`src/rtl/i4001_rom_if.sv`:
```
// rtl/i4001_rom_if.sv - CPU-side bus bundle between the i4004 and one i4001 ROM
interface i4001_rom_if;
    logic       sync;
    logic       cm_rom;
    logic [3:0] dbus_in;
    logic [3:0] ibus;
    logic [3:0] dbus_out;
    logic       dbus_oe;

    modport master (
        output sync,
        output cm_rom,
        output dbus_in,
        output ibus,
        input  dbus_out,
        input  dbus_oe
    );

    modport slave (
        input  sync,
        input  cm_rom,
        input  dbus_in,
        input  ibus,
        output dbus_out,
        output dbus_oe
    );
endinterface

```
`src/rtl/i4001_rom.sv`:
```
// rtl/i4001_rom.sv - MCS-4 256x8 program ROM with one 4-bit port; port logic under I4001_ROM_IO_EN
module i4001_rom #(
    parameter logic [3:0] CHIP_ID   = 4'h0,
    parameter string      INIT_FILE = "",
    parameter logic [3:0] IO_MASK   = 4'b0000
) (
    input  logic            clk,
    input  logic            rst,
    i4001_rom_if.slave      bus,
    input  logic [3:0]      io_in,
    output logic [3:0]      io_out,
    input  logic            prog_we,
    input  logic [7:0]      prog_addr,
    input  logic [7:0]      prog_data
);

    typedef enum logic [3:0] {
        ST_IDLE, ST_A1, ST_A2, ST_A3, ST_M1, ST_M2, ST_X1, ST_X2, ST_X3
    } phase_t;

    phase_t     state_q, state_d;
    logic [3:0] addr_lo_q, addr_lo_d;
    logic [3:0] addr_hi_q, addr_hi_d;
    logic       sel_q, sel_d;
    logic [7:0] byte_q, byte_d;
    logic [3:0] dbus_out_q, dbus_out_d;
    logic       dbus_oe_q, dbus_oe_d;
    logic       id_match;
    logic       rd_en;
    logic       rdr_hit;
    logic [3:0] rdr_data;

    logic [7:0] mem [256];

    initial begin
        for (int i = 0; i < 256; i++) mem[i] = 8'h00;
    end

    // Program-load port is independent of the fetch phase; a read in the
    // same cycle sees the pre-write contents.
    always_ff @(posedge clk) begin
        if (prog_we) mem[prog_addr] <= prog_data;
    end

    assign id_match = (bus.dbus_in == CHIP_ID);
    assign rd_en    = (state_q == ST_A3) && id_match;

`ifdef I4001_ROM_IO_EN
    logic       src_sel_q, src_sel_d;
    logic       io_pend_q, io_pend_d;
    logic [3:0] io_op_q, io_op_d;
    logic [3:0] io_out_q, io_out_d;

    always_comb begin
        src_sel_d = src_sel_q;
        io_pend_d = io_pend_q;
        io_op_d   = io_op_q;
        io_out_d  = io_out_q;
        if (state_q == ST_M2) begin
            if (bus.cm_rom) begin
                io_op_d   = bus.ibus;
                io_pend_d = 1'b1;
            end else begin
                io_pend_d = 1'b0;
            end
        end
        // WRR uses the selection from the previous SRC, before this X2 can change it.
        if (state_q == ST_X2) begin
            if (io_pend_q && src_sel_q && (io_op_q == 4'h2))
                io_out_d = bus.dbus_in & ~IO_MASK;
            if (bus.cm_rom)
                src_sel_d = id_match;
        end
    end

    always_ff @(posedge clk) begin
        if (rst) begin
            src_sel_q <= 1'b0;
            io_pend_q <= 1'b0;
            io_op_q   <= 4'h0;
            io_out_q  <= 4'h0;
        end else begin
            src_sel_q <= src_sel_d;
            io_pend_q <= io_pend_d;
            io_op_q   <= io_op_d;
            io_out_q  <= io_out_d;
        end
    end

    assign rdr_hit  = io_pend_q && src_sel_q && (io_op_q == 4'hA);
    assign rdr_data = (io_in & IO_MASK) | (io_out_q & ~IO_MASK);
    assign io_out   = io_out_q;
`else
    logic unused_io;
    assign unused_io = ^{io_in, bus.ibus, bus.cm_rom};
    assign rdr_hit   = 1'b0;
    assign rdr_data  = 4'h0;
    assign io_out    = 4'h0;
`endif

    always_comb begin
        state_d    = state_q;
        addr_lo_d  = addr_lo_q;
        addr_hi_d  = addr_hi_q;
        sel_d      = sel_q;
        byte_d     = byte_q;
        dbus_out_d = 4'h0;
        dbus_oe_d  = 1'b0;

        if (bus.sync) begin
            state_d = ST_A1;
        end else begin
            case (state_q)
                ST_IDLE: state_d = ST_IDLE;
                ST_A1:   state_d = ST_A2;
                ST_A2:   state_d = ST_A3;
                ST_A3:   state_d = ST_M1;
                ST_M1:   state_d = ST_M2;
                ST_M2:   state_d = ST_X1;
                ST_X1:   state_d = ST_X2;
                ST_X2:   state_d = ST_X3;
                default: state_d = ST_IDLE;
            endcase
        end

        case (state_q)
            ST_A1:   addr_lo_d = bus.dbus_in;
            ST_A2:   addr_hi_d = bus.dbus_in;
            ST_A3:   sel_d     = id_match;
            default: ;
        endcase

        if (rd_en) byte_d = mem[{addr_hi_q, addr_lo_q}];

        // Bus outputs are registered, so they are chosen by the phase being entered.
        if (state_d == ST_M1 && rd_en) begin
            dbus_out_d = byte_d[7:4];
            dbus_oe_d  = 1'b1;
        end else if (state_d == ST_M2 && sel_q) begin
            dbus_out_d = byte_q[3:0];
            dbus_oe_d  = 1'b1;
        end else if (state_d == ST_X2 && rdr_hit) begin
            dbus_out_d = rdr_data;
            dbus_oe_d  = 1'b1;
        end
    end

    always_ff @(posedge clk) begin
        if (rst) begin
            state_q    <= ST_IDLE;
            addr_lo_q  <= 4'h0;
            addr_hi_q  <= 4'h0;
            sel_q      <= 1'b0;
            byte_q     <= 8'h00;
            dbus_out_q <= 4'h0;
            dbus_oe_q  <= 1'b0;
        end else begin
            state_q    <= state_d;
            addr_lo_q  <= addr_lo_d;
            addr_hi_q  <= addr_hi_d;
            sel_q      <= sel_d;
            byte_q     <= byte_d;
            dbus_out_q <= dbus_out_d;
            dbus_oe_q  <= dbus_oe_d;
        end
    end

    assign bus.dbus_out = dbus_out_q;
    assign bus.dbus_oe  = dbus_oe_q;

endmodule

```
`src/flat_wrapper.sv`:
```
// flat-port wrapper written by rule: the top's interface ports become plain ports
module i4001_rom_flat 
#(
    parameter logic [3:0] CHIP_ID   = 4'h0,
    parameter string      INIT_FILE = "",
    parameter logic [3:0] IO_MASK   = 4'b0000
)
  (clk, rst, io_in, io_out, prog_we, prog_addr, prog_data, bus_sync, bus_cm_rom, bus_dbus_in, bus_ibus, bus_dbus_out, bus_dbus_oe);
  i4001_rom_if bus_i ();
  input  logic clk;
  input  logic rst;
  input  logic [3:0] io_in;
  output logic [3:0] io_out;
  input  logic prog_we;
  input  logic [7:0] prog_addr;
  input  logic [7:0] prog_data;
  input wire logic [$bits(bus_i.sync)-1:0] bus_sync;
  input wire logic [$bits(bus_i.cm_rom)-1:0] bus_cm_rom;
  input wire logic [$bits(bus_i.dbus_in)-1:0] bus_dbus_in;
  input wire logic [$bits(bus_i.ibus)-1:0] bus_ibus;
  output wire logic [$bits(bus_i.dbus_out)-1:0] bus_dbus_out;
  output wire logic [$bits(bus_i.dbus_oe)-1:0] bus_dbus_oe;
  assign bus_i.sync = bus_sync;
  assign bus_i.cm_rom = bus_cm_rom;
  assign bus_i.dbus_in = bus_dbus_in;
  assign bus_i.ibus = bus_ibus;
  assign bus_dbus_out = bus_i.dbus_out;
  assign bus_dbus_oe = bus_i.dbus_oe;
  i4001_rom #(.CHIP_ID(CHIP_ID), .INIT_FILE(INIT_FILE), .IO_MASK(IO_MASK)) u_core (.clk(clk), .rst(rst), .bus(bus_i), .io_in(io_in), .io_out(io_out), .prog_we(prog_we), .prog_addr(prog_addr), .prog_data(prog_data));
endmodule
```
`config.mk`:
```
export PLATFORM = sky130hd
export DESIGN_NAME = i4001_rom_flat
export DESIGN_NICKNAME = d
export VERILOG_FILES = /design/src/rtl/i4001_rom_if.sv /design/src/rtl/i4001_rom.sv /design/src/flat_wrapper.sv
export SDC_FILE = /design/constraint.sdc
export NUM_CORES = 2
export LEC_CHECK = 0
export BUFFER_PORTS_ARGS = -buffer_cell sky130_fd_sc_hd__buf_2
export CAP_MARGIN = 25
export CORE_AREA = 2 2 484 486
export DETAILED_ROUTE_END_ITERATION = 12
export DIE_AREA = 0 0 486 488
export PLACE_DENSITY = 0.52
export SYNTH_ARGS = -nofsm -noshare
export SYNTH_HDL_FRONTEND = slang
export SYNTH_SLANG_ARGS = --single-unit
```
`constraint.sdc`:
```
create_clock -name clk -period 3.3 [get_ports clk]
set_clock_uncertainty 0.15 [all_clocks]
set_input_delay 0.66 -clock clk [delete_from_list [all_inputs] [get_ports clk]]
set_output_delay 0.66 -clock clk [all_outputs]
set_load 0.1 [all_outputs]
```
==> run summary <==
Htree depth: 4
Tot GR Track Use: 0.1853
Worst hold slack: 0.1237 ns
Hold Crit Class: in2reg
Final Hold Viols: 0
Setup TNS: -0.1662 ns
EDFF count, synth: 2048
Vias: 40892
Clock buffers created by TritonCTS: 210
Dpl cell area: 89340 um2
Io pins: 42
Layout area overhead: 20.43%
Post-route cell area: 97280 um2
Die area: 237200 um2
Drt wl/cell: 28.94 um
Startpoint Class: flop
Ys flop type: edfxtp_1
Critical Path End Type: flop
Routability cong.: 0.9052
Non-Filler Instances: 7672
Root Driver: clkbuf_16
Ys async rst share: 0
Final setup violation count: 3
Worst path required time: 3.86 ns
Largest net degree at the start of global routing: 107
Period utilisation layout: 1.039
Synth unique cells: 56
Final worst path period need: 3.427 ns
Port bufs: 28
Crit path max fanout: 10
Initial antenna violation count: 20
Core Area: 231900 um2
DR vias/cell: 5.330
Largest cells by area after synthesis: edfxtp_1 76%, mux4_2 15%, mux2i_1 1.5%
Total gr overflow: 0
Actual slew at the worst max-slew pin: 0.9471 ns
Placed insts: 7205
Synthesis Warnings: 0
Initial core utilization: 0.3484
Fraction of layout cells with a size suffix above 1: 0.3594
CP Class: reg2reg
Worst setup margin: -0.1273 ns
# nets final: 4484
Hpwl dp: 142.4 mm
Initial DRC Count: 4336
Post-route antenna net violation count: 0
PwrDens: 571.5 nW/um2
Mean Syn Cell Area: 21.74 um2
First-pass DRT Iterations: 6
Leak: 30.47 nW
Seq/Total Area, Yosys: 0.7678
Die X: 486 um
Post-synthesis sequential element count: 2074
Clock Latency Late Sink: 0.86 ns
Mapped cell area: 80780 um2
Top-count cell post-synth: edfxtp_1
Headroom to the max-slew limit: 0.3686
Number of remaining DRC errors: 0
CTS tree: built
Vias in the first global route: 41185
WP data arrival: 3.98 ns
Area share of the largest cell type after synthesis: 0.7613
Reg clk slew, reported paths: 0.06 ns
Total Wirelength: 222.0 mm
Max cap viols: 0
Peak VDD IR: 0.4866 mV
Yosys top cell by area: edfxtp_1
Outcome: complete, but fails checks
Clock Sinks: 2074
Max Fclk: 291.8 MHz
Max clock buf depth: 3
RSZ-0062 raised after global routing: true
Max-slew violation count: 0
Gate count of the mapped netlist: 3715
Violated checks: setup timing
Row cnt: 177
Die Ht: 488 um
Most instantiated cells after synthesis: 2048 x edfxtp_1, 555 x mux4_2, 316 x nor2_1
Global-route wire length before repair: 313.4 mm
-- stage by stage --
stage	total power, mW	utilization	setup WS [ns]
after floorplan	31.02	-	0.4041
after global placement	32.51	0.3853	-0.6516
after detailed placement	32.54	0.3853	-0.5574
after CTS	56.10	0.4175	-0.08642
after global routing	57.26	0.4195	-0.1329
final	55.59	0.4196	-0.1273
-- final cells by class --
type | count | area [um2]
Inverter | 11 | 41.29
Timing Repair Buffer | 740 | 6923
Tap cell | 3043 | 3807
Fill cell | 20137 | 134600
Clock inverter | 136 | 1323
Sequential cell | 2074 | 62040
Clock buffer | 252 | 5455
Antenna cell | 5 | 12.51
Multi-Input combinational cell | 1411 | 17680
-- worst max-delay path: stages, from the launching register on --
cell and delay (ns):
dfxtp_4 0.42, buf_12 0.20, buf_12 0.17, mux4_2 0.49, nor2b_1 0.16, a211oi_2 0.23, buf_4 0.16, a21oi_1 0.07
mux4_2 0.55, a22oi_2 0.39, buf_4 0.19, nand4_1 0.06
-- path summary, 6_finish.rpt --
path / startpoint / to / slack, ns / cells after the start
max reg2reg: u_core.addr_lo_q[0] / u_core.byte_q[2] / -0.13 / 11
max: u_core.addr_lo_q[0] / u_core.byte_q[2] / -0.13 / 11
min reg2reg: u_core.sel_q / u_core.sel_q / 0.30 / 2
min: rst / u_core.addr_hi_q[2] / 0.12 / 3
-- sequential cells by signal, summed over array words and instances, names as in the netlist, named ones only --
register             count
u_core.bus.dbus_out      4
u_core.bus.dbus_oe       1
u_core.sel_q             1
u_core.byte_q            4
u_core.addr_lo_q         4
u_core.mem            2048
u_core.addr_hi_q         4
u_core.state_q           4
-- cells by family (layout without fill, tap and decap cells) --
group / Yosys count / in the layout / synth area share
multiplexers: 702 / 702 / 0.1734
buffers and inverters: 233 / 1139 / 0.01532
AND/OR/NAND/NOR: 525 / 525 / 0.02827
AO/OA/AOI/OAI: 177 / 177 / 0.01475
flip-flops: 2074 / 2074 / 0.7678
adder cells (fa/ha/maj): 3 / 3 / 0.0004647
other: 1 / 9 / 0.00004642
-- power by group --
part	switching (mW)	internal, mW	total, mW
sequential	0.0345	29.0	29.0
combinational	1.78	1.32	3.10
clock	10.2	13.3	23.5
total	12.0	43.6	55.6
-- routing by layer --
metal  track usage  routed length [um]
met4       0.05793                6427
met5             0                   0
met2        0.2979              107000
met1        0.2574               94680
met3       0.03264               13900
-- cell usage in the layout, fill, tap and decap left out, types with 6 or more instances in the layout --
| cell type | count |
|---|---|
| nor3_1 | 11 |
| edfxtp_1 | 2048 |
| mux4_2 | 555 |
| nor2_1 | 313 |
| clkinv_2 | 50 |
| inv_1 | 10 |
| a31oi_1 | 8 |
| buf_2 | 21 |
| and2_1 | 7 |
| clkbuf_1 | 40 |
| nor2b_1 | 35 |
| nand2_1 | 66 |
| nand3_1 | 37 |
| nor4_1 | 6 |
| clkbuf_8 | 8 |
| nand2b_1 | 8 |
| mux2_2 | 27 |
| buf_4 | 601 |
| bufinv_16 | 19 |
| nand4_1 | 17 |
| buf_6 | 11 |
| clkinvlp_4 | 7 |
| buf_16 | 11 |
| clkbuf_16 | 217 |
| o211ai_1 | 10 |
| buf_12 | 74 |
| o22ai_1 | 11 |
| o21ai_0 | 20 |
| dfxtp_1 | 20 |
| a22oi_1 | 15 |
| inv_6 | 6 |
| a211oi_1 | 21 |
| clkinv_1 | 43 |
| a21oi_1 | 37 |
| mux2i_1 | 116 |
-- timing repair --
action / 4_1_cts / 5_1_grt
endpoints found under the setup margin: 8 / 8
buffers inserted: 31 / 31
pin swaps: 6 / 5
gates cloned: 5 / 5
resized for setup: 36 / 33
endpoints found under the hold margin: 12 / 0
hold buffers: 5 / 0
Power figures use the tool's default switching activity.
